File: src/rtl/seg_scan_decoder.sv
// Snoops a multiplexed 4-digit common-anode 7-segment bus and recovers per-digit hex, dp, error and blank flags.
// Latency STABLE_CYCLES+3 clocks from a pin change to the output update; receive-only, so it never stalls the bus.
module seg_scan_decoder #(
  parameter int STABLE_CYCLES  = 16,
  parameter int TIMEOUT_CYCLES = 65536
) (
  input  logic        i_clk,
  input  logic        i_rst_n,
  input  logic [3:0]  i_seg_an,
  input  logic [7:0]  i_seg_cat,
  output logic [15:0] o_hex_out,
  output logic [3:0]  o_dp_out,
  output logic [3:0]  o_digit_err,
  output logic [3:0]  o_blank,
  output logic        o_frame_valid,
  output logic        o_stale
);

  localparam int CW = $clog2(STABLE_CYCLES + 1);
  localparam int TW = (TIMEOUT_CYCLES > 2) ? $clog2(TIMEOUT_CYCLES) : 1;
  localparam logic [CW-1:0] CNT_MAX = CW'(STABLE_CYCLES);
  localparam logic [CW-1:0] CNT_CAP = CW'(STABLE_CYCLES - 1);
  localparam logic [TW-1:0] TO_LAST = TW'(TIMEOUT_CYCLES - 1);

  logic [11:0]   r_s1;
  logic [11:0]   r_s2;
  logic [11:0]   r_prev;
  logic [CW-1:0] r_cnt;
  logic [3:0]    r_seen;
  logic [TW-1:0] r_to_cnt;

  logic [3:0] w_an;
  logic [7:0] w_cat;
  logic       w_stable;
  logic [3:0] w_oh;
  logic [3:0] w_nib;
  logic       w_hit;
  logic       w_blank;
  logic       w_capture;
  logic [3:0] w_seen_upd;
  logic       w_frame;

  assign w_an     = r_s2[11:8];
  assign w_cat    = r_s2[7:0];
  assign w_stable = (r_s2 == r_prev);
  assign w_blank  = (w_cat[6:0] == 7'h7F);

  // Only a single low anode identifies a digit; anything else is not a valid scan slot.
  always_comb begin
    w_oh = 4'b0000;
    case (w_an)
      4'b1110: w_oh = 4'b0001;
      4'b1101: w_oh = 4'b0010;
      4'b1011: w_oh = 4'b0100;
      4'b0111: w_oh = 4'b1000;
      default: w_oh = 4'b0000;
    endcase
  end

  always_comb begin
    w_nib = 4'h0;
    w_hit = 1'b1;
    case (w_cat[6:0])
      7'h40: w_nib = 4'h0;
      7'h79: w_nib = 4'h1;
      7'h24: w_nib = 4'h2;
      7'h30: w_nib = 4'h3;
      7'h19: w_nib = 4'h4;
      7'h12: w_nib = 4'h5;
      7'h02: w_nib = 4'h6;
      7'h78: w_nib = 4'h7;
      7'h00: w_nib = 4'h8;
      7'h10: w_nib = 4'h9;
      7'h08: w_nib = 4'hA;
      7'h03: w_nib = 4'hB;
      7'h46: w_nib = 4'hC;
      7'h21: w_nib = 4'hD;
      7'h06: w_nib = 4'hE;
      7'h0E: w_nib = 4'hF;
      default: w_hit = 1'b0;
    endcase
  end

  // Firing at CNT_CAP rather than at saturation gives exactly one capture per stable period.
  assign w_capture  = w_stable && (r_cnt == CNT_CAP) && (w_oh != 4'b0000);
  assign w_seen_upd = r_seen | w_oh;
  assign w_frame    = w_capture && (w_seen_upd == 4'hF);

  always_ff @(posedge i_clk) begin
    if (!i_rst_n) begin
      r_s1          <= 12'hFFF;
      r_s2          <= 12'hFFF;
      r_prev        <= 12'hFFF;
      r_cnt         <= '0;
      r_seen        <= 4'h0;
      r_to_cnt      <= '0;
      o_hex_out     <= 16'h0000;
      o_dp_out      <= 4'h0;
      o_digit_err   <= 4'h0;
      o_blank       <= 4'h0;
      o_frame_valid <= 1'b0;
      o_stale       <= 1'b0;
    end else begin
      r_s1   <= {i_seg_an, i_seg_cat};
      r_s2   <= r_s1;
      r_prev <= r_s2;

      if (!w_stable) begin
        r_cnt <= '0;
      end else if (r_cnt != CNT_MAX) begin
        r_cnt <= r_cnt + CW'(1);
      end

      o_frame_valid <= w_frame;

      if (w_capture) begin
        for (int i = 0; i < 4; i++) begin
          if (w_oh[i]) begin
            if (w_hit) begin
              o_hex_out[4*i +: 4] <= w_nib;
              o_digit_err[i]      <= 1'b0;
              o_blank[i]          <= 1'b0;
            end else if (w_blank) begin
              o_digit_err[i]      <= 1'b0;
              o_blank[i]          <= 1'b1;
            end else begin
              o_digit_err[i]      <= 1'b1;
              o_blank[i]          <= 1'b0;
            end
            o_dp_out[i] <= ~w_cat[7];
          end
        end
        r_seen <= w_frame ? 4'h0 : w_seen_upd;
      end

      // Counter parks at its last value so stale holds until the next frame.
      if (w_frame) begin
        r_to_cnt <= '0;
        o_stale  <= 1'b0;
      end else if (r_to_cnt != TO_LAST) begin
        r_to_cnt <= r_to_cnt + TW'(1);
      end else begin
        o_stale  <= 1'b1;
      end
    end
  end

endmodule

File: config.mk
export PLATFORM = sky130hd
export DESIGN_NAME = seg_scan_decoder
export DESIGN_NICKNAME = d
export VERILOG_FILES = /design/src/rtl/seg_scan_decoder.sv
export SDC_FILE = /design/constraint.sdc
export NUM_CORES = 1
export LEC_CHECK = 0
export ABC_AREA = 1
export CAP_MARGIN = 20
export CORE_MARGIN = 1
export CORE_UTILIZATION = 45
export CTS_BUF_LIST = sky130_fd_sc_hd__clkbuf_8
export DETAILED_ROUTE_END_ITERATION = 8
export PLACE_DENSITY = 0.67
export SLEW_MARGIN = 10
export SYNTH_ARGS = -nofsm -noshare
export SYNTH_HDL_FRONTEND = slang
export SYNTH_SLANG_ARGS = --single-unit
File: constraint.sdc
create_clock -name i_clk -period 2.6 [get_ports i_clk]
set_input_delay 0.52 -clock i_clk [delete_from_list [all_inputs] [get_ports i_clk]]
set_output_delay 0.52 -clock i_clk [all_outputs]
set_load 0.02 [all_outputs]
==> results.cfg, run 1 <==
[cts]
clk_pin_slew_ns = 0.08
cts_buffer_depth = 2
cts_tree = yes
clock_sinks = 91
root_buffer = clkbuf_8
insertion_delay_ns = 0.34
htreeDepth = 3
cts_buffers = 9
postCtsSetupBuffers = 0
hold_buffers = 0
cts-resized-gates = 0

[timing]
slew_headroom_pct = 50.56
setup_violations = 0
fin_skew_ns = 0.008239
rsz0062_at_grt = no
period_share_pct = 81.60
min_period_ns = 2.122
finalHoldViolations = 0
max_freq_mhz = 471.3
finalSetupTns_ns = 0
slew_viol_final = 0
worst_pin_slew_ns = 0.7407

[grt]
grt_pass1_vias = 2842
grt_antenna_before_repair = 0
grt_usage_pct = 18.23
grt_max_degree = 33
grt_pass1_wl_mm = 12.59
grt_overflow_total = 0

[pwr]
share_comb_of_total_power_pct = 6.1
sw_frac_of_total_pct = 22.27
clkPwrFrac_pct = 35.0
p_leak_nw = 2.035
seqPwrFrac_pct = 59.0
p_int_mw = 1.897
ir_worst_vdd_v = 0.0003153
p_switching_uw = 543.6
power_density_mw_per_mm2 = 537.7

[detailed_routing]
drcViolationCount = 0
routed_via_density = 4.764
vias = 3154
drt-total-wl_mm = 7.362
ant_nets = 0
wl_per_cell_um = 11.12
drt_iter0_drc = 102
first_pass_iters = 4

[finish]
area_growth_pct = 18.79
nFillCells = 771
ff_latch_area_mm2 = 0.001822
multi_input_area_mm2 = 0.001735
instances_no_fill = 662
drive_gt1_share_pct = 13.64
nets = 571
antenna_cells = 0

[placed_design]
dp.cells = 647
port_buffers = 43
place_congestion = 0.8869
place.detailed.hpwl_mm = 5.558

[floorplanning]
fp-row-count = 33
die_w_um = 94.15
ioPinCount = 44
die_h_um = 94.15
initial_core_util_pct = 46.51
core_area_mm2 = 0.008217
die-area_mm2 = 0.008864

[synthesis]
mappedNetlistNets = 524
synth_area_per_cell_um2 = 7.552
synth_cell_types = 29
synthCells = 506
ys_ff_latch = 91
synth_ff_type = dfxtp_1
mappedNetlistArea_mm2 = 0.003821
seq_area_frac_synth_pct = 47.68
synth-async-reset-ratio_pct = 0
yosys_warnings = 0
synth_edf_count = 0

[critical_path]
crit_arrival_ns = 2.36
critical_path_class = reg -> reg
start_kind = flip-flop
cp.required_ns = 2.83
end_kind = flip-flop
critPathMaxFanout = 12

[run_status]
outcome = complete, no violations

[job]
drv_cap = 0

[worst_hold_path]
hold_path_class = reg -> reg
[worst max-delay path: stages (launching register included)]
cell     delay, ns
dfxtp_1       0.41
ha_1          0.19
nand2_1       0.07
nor2_1        0.11
ha_1          0.25
nand4_2       0.17
inv_2         0.10
nand2_1       0.07
nand2_1       0.31
buf_4         0.26
nor2_1        0.06
[kinds of logic (layout without fill, tap and decap cells)]
logic type	Yosys count	after routing	share of synthesized area [%]
compound gates	65	65	8.677
xor+xnor	12	12	2.750
buf+inv	65	116	6.909
fa+ha+maj	4	4	1.310
flops	91	91	47.68
simple gates	269	269	32.68
[layout make-up]
class                   count  area share, %
clock buffers              12          3.638
well taps                 105          2.894
flip-flops and latches     91          40.13
inverters                  55          4.824
repair buffers             46          9.978
multi-input cells         350          38.23
clock inverters             3         0.3032
[layout by cell type, fill, tap and decap left out, drive strengths merged]
cell	netlist	layout
nor3	13	13
a21oi	38	38
clkdlybuf4s50	0	43
xor2	4	4
clkbuf	8	12
buf	2	3
xnor2	8	8
o21ai	25	25
clkinv	2	4
nor2	91	91
nand4	6	6
nand2	121	121
inv	53	54
or2	25	25
o22ai	2	2
nand3	13	13
dfxtp	91	91
ha	4	4
[power by group through the flow]
stage               Combinational [mW]  Sequential, mW  Clock [mW]
floorplan                        0.108            1.47           0
global placement                 0.147            1.47           0
detailed placement               0.149            1.47           0
CTS                              0.150            1.44       0.892
global route                     0.168            1.44       0.932
finish                           0.148            1.44       0.853
[routing by layer]
layer  up-vias  track usage (%)  routed length, um
met5         -                0                  0
li1       1675                -                  -
met4         0            7.692                115
met2        84            31.10               3482
met1      1387            22.68               3424
met3         8            2.751                340
[flip-flops by register name, indices dropped and copies added, names as in the netlist]
name           cells
o_digit_err        4
o_dp_out           4
r_prev            12
r_seen             4
o_stale            1
o_blank            4
r_cnt              5
r_s1              12
o_frame_valid      1
o_hex_out         16
r_s2              12
r_to_cnt          16
[synthesized netlist by cell type (2+ instances only)]
| cell type | count | area [um2] |
|---|---|---|
| nand4_1 | 5 | 31.28 |
| clkbuf_1 | 8 | 30.03 |
| nand3_1 | 12 | 60.06 |
| nand2_4 | 2 | 22.52 |
| nor2_2 | 3 | 18.77 |
| buf_4 | 2 | 15.01 |
| nand2_1 | 115 | 431.7 |
| or2_2 | 25 | 156.4 |
| nand2_2 | 4 | 25.02 |
| o21ai_0 | 9 | 45.04 |
| ha_1 | 4 | 50.05 |
| clkinv_4 | 2 | 17.52 |
| o21ai_1 | 16 | 80.08 |
| xnor2_1 | 8 | 70.07 |
| inv_1 | 39 | 146.4 |
| a21oi_1 | 37 | 185.2 |
| o22ai_1 | 2 | 12.51 |
| nor2_8 | 4 | 80.08 |
| inv_2 | 13 | 48.80 |
| nor3_1 | 12 | 60.06 |
| xor2_1 | 4 | 35.03 |
| dfxtp_1 | 91 | 1822 |
| nor2_1 | 83 | 311.6 |
[per-stage QoR]
| stage | setup WS, ns | hold WS (ns) | total power, mW | area [um2] | utilization [%] |
|---|---|---|---|---|---|
| floorplan | 0.9983 | 0.3925 | 1.575 | 3821 | - |
| global placement | 0.5037 | 0.3948 | 1.618 | 4360 | 53.07 |
| detailed placement | 0.4599 | 0.3978 | 1.622 | 4360 | 53.07 |
| CTS | 0.4410 | 0.4160 | 2.481 | 4539 | 55.25 |
| global route | 0.2109 | 0.4211 | 2.544 | 4539 | 55.25 |
| finish | 0.4784 | 0.4140 | 2.441 | 4539 | 55.25 |
[path summary, 6_finish.rpt]
path	from	endpoint	slack (ns)	cells after the start
worst max-delay path	r_cnt[1]	r_to_cnt[13]	0.48	10
worst min-delay path	r_s1[5]	r_s2[5]	0.41	1
worst max register to register	r_cnt[1]	r_to_cnt[13]	0.48	10
worst min register to register	r_s1[5]	r_s2[5]	0.41	1
(Power assumes the default switching activity.)
==> run 2: changes to the inputs <==
==> constraint.sdc (replaced) <==
create_clock -name i_clk -period 2.05 [get_ports i_clk]
set_input_delay 0.41 -clock i_clk [delete_from_list [all_inputs] [get_ports i_clk]]
set_output_delay 0.41 -clock i_clk [all_outputs]
set_load 0.02 [all_outputs]
==> run 2 against run 1 <==
  * Register-to-register slack got worse by 0.29 ns
  * Largest cell class unchanged
  * Flip-flop and latch count unchanged
  * Highest routed layer unchanged
  * Fmax increased by 14%
  * First-iteration DRC count increased by 3.9%
  * Count of clock-buffer cells in the layout decreased by 1
  * Via count increased by 0.89%
  * Wire length increased by 1.3%
  * Combinational power increased by 30%
  * Core utilization increased by 0.55 points
  * Global-route usage increased by 0.22 points
==> results.cfg, run 2 (same netlist as run 1, synthesis figures left out) <==
[floorplanning]
core_area_mm2 = 0.008217
fp-row-count = 33
die-area_mm2 = 0.008864
die_h_um = 94.15
initial_core_util_pct = 46.51
ioPinCount = 44
die_w_um = 94.15

[timing]
fin_skew_ns = 0.008118
hold_slack_ns = 0.4137
max_freq_mhz = 536.5
slew_headroom_pct = 49.56
finalHoldViolations = 0
setup_ws_ns = 0.1859
setup_violations = 0
min_period_ns = 1.864
worst_pin_slew_ns = 0.7558
period_share_pct = 90.93
slew_viol_final = 0
finalSetupTns_ns = 0
rsz0062_at_grt = no

[pwr]
power_density_mw_per_mm2 = 698.3
share_comb_of_total_power_pct = 6.0
p_leak_nw = 2.058
p_switching_uw = 705.1
ir_worst_vdd_v = 0.0003590
p_total_mw = 3.202
seqPwrFrac_pct = 57.0
p_int_mw = 2.496
clkPwrFrac_pct = 37.0
sw_frac_of_total_pct = 22.02

[finish]
mostFrequentLayoutCell = nand2_1
area_growth_pct = 19.97
nets = 573
nFillCells = 797
drive_gt1_share_pct = 13.95
final_core_util_pct = 55.79
final_design_area_no_fill_mm2 = 0.004584
instances_no_fill = 664
antenna_cells = 0
final_cell_mix = 115 x nand2_1, 91 x dfxtp_1, 83 x nor2_1, 43 x clkdlybuf4s50_1, 41 x inv_1
top_regs = o_hex_out: 16 flops, r_to_cnt: 16 flops

[detailed_routing]
vias = 3182
routed_via_density = 4.792
wl_per_cell_um = 11.23
drcViolationCount = 0
drt-total-wl_mm = 7.459
drt_iter0_drc = 106
first_pass_iters = 4
ant_nets = 0

[grt]
grt_pass1_wl_mm = 12.79
grt_antenna_before_repair = 0
grt_overflow_total = 0
grt_pass1_vias = 2970
grt_max_degree = 33
grt_usage_pct = 18.46

[critical_path]
cp_cell_sequence = nor2_1, nand2_1, nand2_1, a21oi_1, nand2_2, nor2_4, inv_4, nand2_4, clkinv_4, nor2_1, nor2_1
critPathMaxFanout = 6
cp_slowest_stage_delay_ns = 0.48
crit_arrival_ns = 2.11
critical_path_class = reg -> reg
cp.required_ns = 2.30
end_kind = flip-flop
start_kind = flip-flop
crit_top_cell = nor2_1
cp_slowest_cell = dfxtp_1

[placed_design]
port_buffers = 43
place_congestion = 0.8660
dp.cells = 649
place_area_mm2 = 0.004388
place.detailed.hpwl_mm = 5.554
pre_cts_ws_ns = 0.1671

[worst_hold_path]
hold_path_class = reg -> reg

[job]
drv_cap = 0

[cts]
cts_buffer_depth = 2
hold_buffers = 0
clock_sinks = 91
insertion_delay_ns = 0.35
root_buffer = clkbuf_8
cts_buffers = 9
htreeDepth = 3
cts_tree = yes
postCtsSetupBuffers = 0
clk_pin_slew_ns = 0.08

[run_status]
outcome = complete, no violations
run 2: changes by cell type in the layout (fill, tap and decap cells not counted):
| cell | delta |
|---|---|
| ha_2 | +1 |
| clkinv_2 | -1 |
| bufinv_16 | +1 |
| inv_1 | +1 |
| ha_1 | -1 |
| buf_12 | +1 |
| clkbuf_8 | -1 |
| buf_4 | +1 |
run 2: what timing repair did:
item                                    4_1_cts  5_1_grt
gates resized for setup                       0        1
endpoints found under the setup margin        0       16
hold endpoints to repair                      0        0
run 2: worst paths after layout:
| path | startpoint | end | slack [ns] | cells past startpoint |
|---|---|---|---|---|
| max reg2reg | r_s2[2] | o_hex_out[12] | 0.19 | 11 |
| min reg2reg | r_s1[6] | r_s2[6] | 0.41 | 1 |
| min | r_s1[6] | r_s2[6] | 0.41 | 1 |
| max | r_s2[2] | o_hex_out[12] | 0.19 | 11 |
run 2: worst max-delay path: cells and delay by family (launching register included):
kind | cells | cell delay [ns]
compound gates | 1 | 0.18
buf+inv | 2 | 0.14
flops | 1 | 0.48
simple gates | 8 | 0.95
run 2: final cells by class:
cell class              count  area, um2  area share [%]
flip-flops and latches     91       1822           39.74
clock buffers              11      151.4           3.302
repair buffers             48      480.5           10.48
well taps                 105      131.4           2.866
clock inverters             4      42.54          0.9279
inverters                  55      219.0           4.776
multi-input cells         350       1738           37.91
run 2: power groups by stage:
stage,sequential [mW],combinational (mW),clock [mW]
6_report,1.83,0.192,1.18
5_1_grt,1.83,0.217,1.29
4_1_cts,1.83,0.195,1.22
3_5_place_dp,1.87,0.194,0
3_3_place_gp,1.87,0.190,0
2_1_floorplan,1.86,0.137,0
run 2: layer usage:
layer	vias up	part of all wire, %	track usage (%)
met5	-	0	0
met4	0	2.6	9.487
met3	14	4.2	3.317
met2	74	46	30.74
met1	1414	48	22.58
li1	1680	-	-
==> run 3: changes to the inputs <==
--- a/config.mk
+++ b/config.mk
@@ -11,8 +11,9 @@
 export CORE_UTILIZATION = 45
 export CTS_BUF_LIST = sky130_fd_sc_hd__clkbuf_8
 export DETAILED_ROUTE_END_ITERATION = 8
-export PLACE_DENSITY = 0.67
+export PLACE_DENSITY_LB_ADDON = 0.08
 export SLEW_MARGIN = 10
 export SYNTH_ARGS = -nofsm -noshare
 export SYNTH_HDL_FRONTEND = slang
 export SYNTH_SLANG_ARGS = --single-unit
+export TNS_END_PERCENT = 30
==> run 3 against run 2 <==
  * Critical path depth decreased by 2
  * Non-clock buffer count stayed put
  * Final area is 0.14% lower
  * Setup slack worse by 0.0098 ns
  * Combinational power is 3% higher
  * Final cell count is 0.15% higher
  * Count of clock-buffer cells in the layout stayed put
  * First-iteration DRC count increased by 7.5%
  * Sequential power about the same
  * Largest cell class unchanged
  * Largest power group unchanged
  * Highest routed layer unchanged
==> results.cfg, run 3 (same netlist as run 1, synthesis figures left out) <==
[timing]
fin_skew_ns = 0.008757
slew_headroom_pct = 51.94
setup_ws_ns = 0.1762
finalSetupTns_ns = 0
rsz0062_at_grt = no
finalHoldViolations = 0
setup_violations = 0
slew_viol_final = 0
min_period_ns = 1.874
worst_pin_slew_ns = 0.7201
period_share_pct = 91.41
max_freq_mhz = 533.7

[pwr]
clkPwrFrac_pct = 34.2
p_leak_nw = 2.060
p_int_mw = 2.376
sw_frac_of_total_pct = 22.73
p_total_mw = 3.075
share_comb_of_total_power_pct = 6.4
ir_worst_vdd_v = 0.0002802
p_switching_uw = 699.0
power_density_mw_per_mm2 = 671.7
seqPwrFrac_pct = 59.4

[critical_path]
critPathMaxFanout = 8
crit_arrival_ns = 2.12
cp.required_ns = 2.30
critical_path_class = reg -> reg
start_kind = flip-flop
end_kind = flip-flop
reg2reg_depth = 9

[floorplanning]
die_w_um = 94.15
fp-row-count = 33
ioPinCount = 44
core_area_mm2 = 0.008217
die-area_mm2 = 0.008864
initial_core_util_pct = 46.51
die_h_um = 94.15

[finish]
mostFrequentLayoutCell = nand2_1
drive_gt1_share_pct = 13.93
final_core_util_pct = 55.72
nets = 573
top_regs = o_hex_out: 16 flops, r_to_cnt: 16 flops
area_growth_pct = 19.81
final_cell_mix = 115 x nand2_1, 91 x dfxtp_1, 83 x nor2_1, 43 x clkdlybuf4s50_1, 42 x inv_1
nFillCells = 822
antenna_cells = 0

[cts]
clk_pin_slew_ns = 0.08
cts_buffers = 9
clock_sinks = 91
root_buffer = clkbuf_8
cts_buffer_depth = 2
cts_tree = yes
htreeDepth = 3
insertion_delay_ns = 0.35
hold_buffers = 0

[grt]
grt_pass1_vias = 2925
grt_pass1_wl_mm = 12.76
grt_usage_pct = 18.43
grt_antenna_before_repair = 0
grt_max_degree = 36
grt_overflow_total = 0

[job]
drv_cap = 0

[detailed_routing]
wl_met2_mm = 3.232
drt-total-wl_mm = 7.258
drcViolationCount = 0
met3_length_um = 239
drt_iter0_drc = 114
ant_nets = 0
vias = 3109
wl_per_cell_um = 10.91
highest_layer = met4
first_pass_iters = 4
met1_length_mm = 3.676
routed_via_density = 4.675

[placed_design]
port_buffers = 43
place.detailed.hpwl_mm = 5.448
place_congestion = 0.8635
pre_cts_ws_ns = 0.2059

[worst_hold_path]
hold_path_class = reg -> reg
min_path_cells = 1

[run_status]
outcome = complete, no violations
[run 3: repair_timing]
item	in CTS	in global routing
buffers inserted	0	0
endpoints found under the hold margin	0	0
resized for setup	0	1
endpoints found under the setup margin	0	9
[run 3: critical path, cell delays in order (launching register included)]
cell and delay (ns):
dfxtp_1 0.42, ha_1 0.20, nand2_1 0.07, nor2_1 0.12, ha_1 0.25, nand3_4 0.20
nor2_8 0.21, nand2_4 0.10, o21ai_1 0.14, nor2_1 0.05
[run 3: final cells by class]
cell class              count  area (um2)  area share [%]
inverters                  55       219.0           4.783
well taps                 105       131.4           2.870
repair buffers             48       493.0           10.77
clock buffers              11       151.4           3.307
flip-flops and latches     91        1822           39.79
clock inverters             5       21.27          0.4646
multi-input cells         350        1740           38.02
[run 3: worst paths after layout]
check | startpoint | to | slack (ns)
hold / removal | r_s1[0] | r_s2[0] | 0.41
setup reg to reg | r_cnt[0] | o_hex_out[1] | 0.18
setup / recovery | r_cnt[0] | o_hex_out[1] | 0.18
hold reg to reg | r_s1[0] | r_s2[0] | 0.41
[run 3: layer usage]
metal  GRT usage, %  up-vias
met5              0        -
met1          23.97     1355
met4          8.077        0
met3          3.236       10
li1               -     1684
met2          29.71       60
[run 3: power groups by stage]
stage                     Combinational [mW]  Clock [mW]  Sequential, mW
final                                  0.197        1.05            1.83
after global placement                 0.195           0            1.87
after global routing                   0.224        1.17            1.83
after floorplan                        0.137           0            1.86
after detailed placement               0.198           0            1.87
after CTS                              0.199        1.09            1.83
[run 3: metrics by stage]
step / instances / area, um2 / hold slack [ns]
3_3_place_gp: 649 / 4400 / 0.3956
6_report: 665 / 4578 / 0.4149
2_1_floorplan: 506 / 3821 / 0.3925
5_1_grt: 665 / 4578 / 0.4261
4_1_cts: 665 / 4573 / 0.4172
3_5_place_dp: 649 / 4400 / 0.3976
